==> config.mk <==
export PLATFORM = sky130hd
export DESIGN_NAME = pin_id_tx
export DESIGN_NICKNAME = d
export VERILOG_FILES = /design/src/rtl/pin_id_tx.sv
export SDC_FILE = /design/constraint.sdc
export NUM_CORES = 1
export LEC_CHECK = 0
export CORE_MARGIN = 8
export CORE_UTILIZATION = 53
export CTS_BUF_LIST = sky130_fd_sc_hd__clkbuf_8
export CTS_CLUSTER_SIZE = 20
export DETAILED_ROUTE_END_ITERATION = 8
export PLACE_DENSITY = 0.87
export SLEW_MARGIN = 10
export SYNTH_ARGS = -nofsm -noshare
export SYNTH_HDL_FRONTEND = slang
export SYNTH_SLANG_ARGS = --single-unit
==> constraint.sdc <==
create_clock -name clk25 -period 2.7 [get_ports clk25]
set_clock_uncertainty 0.05 [all_clocks]
set_input_delay 0.54 -clock clk25 [delete_from_list [all_inputs] [get_ports clk25]]
set_output_delay 0.54 -clock clk25 [all_outputs]
set_load 0.02 [all_outputs]
==> src/rtl/pin_id_tx.sv <==
// pin_id_tx: every pin endlessly sends its own 16-bit index as two UART 8N1 bytes followed by an idle gap.
// Define PIN_ID_PARITY_EN to switch every byte to 8E1 (even parity bit after bit 7).
module pin_id_tx #(
  parameter int NUM_PINS = 8,
  parameter int CLK_DIV  = 217,
  parameter int GAP_BITS = 4
) (
  input  logic                clk25,
  input  logic                rst_,
  input  logic                enable,
  output logic [NUM_PINS-1:0] pins,
  output logic                busy,
  output logic                frame_done,
  output logic [7:0]          frame_cnt
);
`ifdef PIN_ID_PARITY_EN
  typedef enum logic [2:0] {IDLE, START, DATA, PARITY, STOP, GAP, DONE} state_t;
  localparam state_t AFTER_DATA = PARITY;
`else
  typedef enum logic [2:0] {IDLE, START, DATA, STOP, GAP, DONE} state_t;
  localparam state_t AFTER_DATA = STOP;
`endif
  state_t state, state_nxt;
  logic [15:0] cnt, cnt_nxt;
  logic [7:0] idx, idx_nxt;
  logic bsel, bsel_nxt, tick;
  logic [NUM_PINS-1:0] pins_nxt;

  assign tick = cnt == 16'(CLK_DIV - 1);

  always_ff @(posedge clk25 or negedge rst_)
    if (!rst_) begin
      state     <= IDLE;
      cnt       <= '0;
      idx       <= '0;
      bsel      <= 1'b0;
      frame_cnt <= '0;
      pins      <= '1;
    end else begin
      state     <= state_nxt;
      cnt       <= cnt_nxt;
      idx       <= idx_nxt;
      bsel      <= bsel_nxt;
      frame_cnt <= state == DONE ? frame_cnt + 8'd1 : frame_cnt;
      pins      <= pins_nxt;
    end

  // idx is shared: data bit index inside a byte, gap bit count inside GAP
  always_comb begin
    state_nxt = state;
    idx_nxt   = idx;
    bsel_nxt  = bsel;
    cnt_nxt   = (state == IDLE || state == DONE || tick) ? '0 : cnt + 16'd1;
    case (state)
      IDLE: if (enable) begin
        state_nxt = START;
        bsel_nxt  = 1'b0;
      end
      START: if (tick) begin
        state_nxt = DATA;
        idx_nxt   = '0;
      end
      DATA: if (tick) begin
        idx_nxt = idx + 8'd1;
        if (idx == 8'd7) state_nxt = AFTER_DATA;
      end
`ifdef PIN_ID_PARITY_EN
      PARITY: if (tick) state_nxt = STOP;
`endif
      STOP: if (tick) begin
        bsel_nxt  = 1'b1;
        idx_nxt   = '0;
        state_nxt = !bsel ? START : (GAP_BITS == 0 ? DONE : GAP);
      end
      GAP: if (tick) begin
        idx_nxt = idx + 8'd1;
        if (idx == 8'(GAP_BITS - 1)) state_nxt = DONE;
      end
      DONE: begin
        state_nxt = enable ? START : IDLE;
        bsel_nxt  = 1'b0;
      end
      default: state_nxt = IDLE;
    endcase
  end

  always_comb begin
    busy       = state != IDLE;
    frame_done = state == DONE;
  end

  // pins are registered from next-state values, so the start bit lands one cycle after enable is seen
  for (genvar i = 0; i < NUM_PINS; i++) begin : g_pin
    localparam logic [15:0] ID = 16'(i);
    logic [7:0] b;
    assign b = bsel_nxt ? ID[15:8] : ID[7:0];
`ifdef PIN_ID_PARITY_EN
    assign pins_nxt[i] = state_nxt == START  ? 1'b0 :
                         state_nxt == DATA   ? b[idx_nxt[2:0]] :
                         state_nxt == PARITY ? ^b : 1'b1;
`else
    assign pins_nxt[i] = state_nxt == START ? 1'b0 :
                         state_nxt == DATA  ? b[idx_nxt[2:0]] : 1'b1;
`endif
  end
endmodule

==> flow_metrics.tcl <==
set metrics [dict create \
    final-max-slew-violation-count 0 \
    avgViaCountPerCell 5.63 \
    path_delay_family "simple AND/OR/NAND/NOR gates" \
    crit_path_end_kind "flop" \
    dr.pass1.iters 4 \
    dpl_worst_slack_ns 0.0254 \
    yosysTopAreaCellShare_pct 40.4 \
    power.leakage_nw 1.20 \
    met1Wirelength_um 1970 \
    period_share_pct 95.0 \
    io_buffer_count 20 \
    synth-warning-count 0 \
    clock_latency_ns 0.30 \
    die_area_um2 6540 \
    layout_setup_ws_ns 0.135 \
    setup_repair_after_global_routing_missed_its_margin "yes" \
    critical_path.slowest_cell "sky130_fd_sc_hd__dfrtp_1" \
    grt_remaining_overflow 0 \
    synth_largest_area_cell "sky130_fd_sc_hd__dfrtp_1" \
    synth-adder-area-share_pct 2.81 \
    synth-main-ff-cell "sky130_fd_sc_hd__dfrtp_1" \
    number_of_filler_cells_placed_in_the_layout 308 \
    finalWirelength_um 4560 \
    fin_area_um2 2680 \
    post_synth.cell_area_avg_um2 10.1 \
    wl_met3_um 248 \
    max_cap_violations 0 \
    worst-path-max-fanout 4 \
    initial_utilization_pct 55.3 \
    min_path_type "in -> async" \
    row_count 23 \
    synth-seq-cells 44 \
    vdd.ir_drop.worst_uv 414 \
    hpwlAfterDp_um 3180 \
    fin_tns_setup_ns 0 \
    number_of_antenna_violations_at_the_first_check_in_global_routing 0 \
    chipWidth_um 80.8 \
    grt_util_all_layers_pct 15.1 \
    crit_required_ns 2.89 \
    post_synth_mux_area_share_pct 1.01 \
    layout.nets 261 \
    sequential_fraction_of_the_synthesis_area_pct 49.9 \
    tightest_slew_ns 0.953 \
    mappedNetlistArea_um2 2230 \
    ys_types 43 \
    synth-xor-area-share_pct 8.65 \
    mostFrequentLayoutCells "sky130_fd_sc_hd__dfrtp_1, sky130_fd_sc_hd__nor2_1, sky130_fd_sc_hd__clkdlybuf4s50_1, sky130_fd_sc_hd__nand3_1, sky130_fd_sc_hd__buf_4" \
    tritoncts_clock_tree "yes" \
    die_height_um 80.8 \
    finalHoldViolations 0 \
    worst_setup_hold_path_clk_slew_ns 0.08 \
    area_growth_syn_to_layout_pct 20.3 \
    mostFrequentLayoutCell "sky130_fd_sc_hd__dfrtp_1" \
    status "completed" \
    timing.critical_path.from_type "flop" \
    htreeDepth 2 \
    detail_route.drc_violations 0 \
    synthesis.instances 221 \
    finalSetupViolCount 0 \
    crit_arrival_ns 2.76 \
    yosys.area_share.simple_pct 19.7 \
    routedWlPerCell_um 15.0 \
    ys_async_rst_share_pct 100 \
    root_buffer_master "sky130_fd_sc_hd__clkbuf_8" \
    synth_fp_nets 229 \
    final_layout_size_suffix_gt1_share_pct 16.5 \
    final_weighted_congestion_in_routability_driven_placement 0.838 \
    first_global_vias 1715 \
    worst-setup-path-type "reg -> reg" \
    max_freq_mhz 390 \
    synth-edff-count 0 \
    number_of_buffers_inserted_during_clock_tree_synthesis 5 \
    dpl_cell_area_um2 2500 \
    power-per-cell-area_nw_per_um2 547 \
    core_area_um2 4030 \
    cts-hold-fix-buffers 0 \
    ys_top_cells_by_area "sky130_fd_sc_hd__dfrtp_1, sky130_fd_sc_hd__dfstp_2, sky130_fd_sc_hd__xnor2_1, sky130_fd_sc_hd__xor2_1, sky130_fd_sc_hd__nor2_1" \
    timing.critical_path.cells "inv_1 > ha_1 > nor4bb_2 > and4_1 > inv_2 > ha_4 > or3_1 > a21oi_1 > a221o_1 > nand3_2 > a211oi_2 > o21a_1" \
    main_combinational_cell_family_by_area_after_synthesis "simple AND/OR/NAND/NOR gates" \
    wl_met2_um 2260 \
    grt_first_pass_wirelength_um 7780 \
    period_minus_slack_ns 2.57 \
    timing.max_slew.rel_slack_pct 36.4 \
    dr.first_iter.drc_count 132 \
    cts.sinks 44 \
    top_signal_layer_used "met4" \
    ioPinCount 21 \
    antenna_left 0 \
    cts-root-to-sink-buffers 2 \
    num_vias 1711 \
    cp.buffers_inverters 2 \
    synth-compound-area-share_pct 13.7 \
    maximum_number_of_pins_on_one_net_before_global_route_repair 45 \
    n_antenna_cell 0 \
    critPathMaxStageDelay_ns 0.41 \
]
-- final timing paths --
path | from | end | slack, ns | cells past startpoint
max | cnt[1] | pins[6] | 0.13 | 12
min | rst_ | cnt[6] | 0.33 | 1
max reg2reg | cnt[1] | pins[6] | 0.13 | 12
min reg2reg | frame_cnt[7] | frame_cnt[7] | 0.44 | 1
max in group asynchronous | rst_ | bsel | 1.67 | 1
min in group clk25 | frame_cnt[7] | frame_cnt[7] | 0.44 | 1
-- stage by stage --
step                      hold WS [ns]  utilization (%)  total power, mW  std cells
after floorplan                  0.194                -            0.873        221
after global placement           0.413             62.1            0.951        292
after detailed placement         0.426             62.1            0.960        292
after CTS                        0.353             65.3             1.47        302
after global routing             0.419             66.5             1.54        304
final                            0.330             66.5             1.47        304
-- Yosys cell counts (2+ instances only) --
cell and instances:
sky130_fd_sc_hd__xor2_1 11, sky130_fd_sc_hd__ha_1 5, sky130_fd_sc_hd__xnor2_1 11, sky130_fd_sc_hd__a211oi_1 2, sky130_fd_sc_hd__nor4_1 2, sky130_fd_sc_hd__clkbuf_1 2
sky130_fd_sc_hd__o21a_1 7, sky130_fd_sc_hd__mux2_2 2, sky130_fd_sc_hd__buf_2 4, sky130_fd_sc_hd__buf_6 2, sky130_fd_sc_hd__a21oi_1 7, sky130_fd_sc_hd__dfrtp_1 36
sky130_fd_sc_hd__o21ai_0 6, sky130_fd_sc_hd__inv_1 11, sky130_fd_sc_hd__or3_1 5, sky130_fd_sc_hd__a21o_1 4, sky130_fd_sc_hd__nor2_1 21, sky130_fd_sc_hd__a22o_1 6
sky130_fd_sc_hd__nand4_1 7, sky130_fd_sc_hd__nand2_1 12, sky130_fd_sc_hd__nor3_1 9, sky130_fd_sc_hd__and3_1 8, sky130_fd_sc_hd__nand3_1 14, sky130_fd_sc_hd__dfstp_2 8
-- power breakdown --
part	total (mW)	switching [mW]	leakage, nW	internal [mW]
Combinational	0.229	0.121	0.574	0.108
Sequential	0.742	0.0336	0.575	0.709
Clock	0.494	0.221	0.0541	0.274
Total	1.47	0.376	1.20	1.09
-- metal layers --
metal	GRT usage (%)	vias up
met5	0	-
met1	18.5	829
li1	-	842
met4	7.32	0
met3	3.86	7
met2	24.1	33
-- logic make-up (layout without fill, tap and decap cells) --
kind of cell               Yosys count  count (layout)
and+or+nand+nor                     86              86
DFF                                 44              44
AOI/OAI and AO/OA                   42              42
xor gates and xnor gates            22              22
buffers and inverters               20              53
adders and majority gates            5               5
muxes                                2               2
-- layout make-up --
cell class	instances	area (um2)	area share [%]
flip-flops and latches	44	1110	41.5
multi-input cells	157	1060	39.4
repair buffers	33	293	10.9
clock buffers	5	68.8	2.57
well taps	50	62.6	2.33
inverters	12	45.0	1.68
clock inverters	3	42.5	1.59
-- repair_timing --
item / in CTS / in global routing
pin swaps: 0 / 5
setup endpoints to repair: 1 / 6
buffers inserted: 2 / 2
resized for setup: 0 / 6
-- state kept, by name (all words and copies together), names as in the netlist --
register	cells
state	3
idx	8
cnt	16
bsel	1
pins	8
frame_cnt	8
Power figures use the tool's default switching activity.
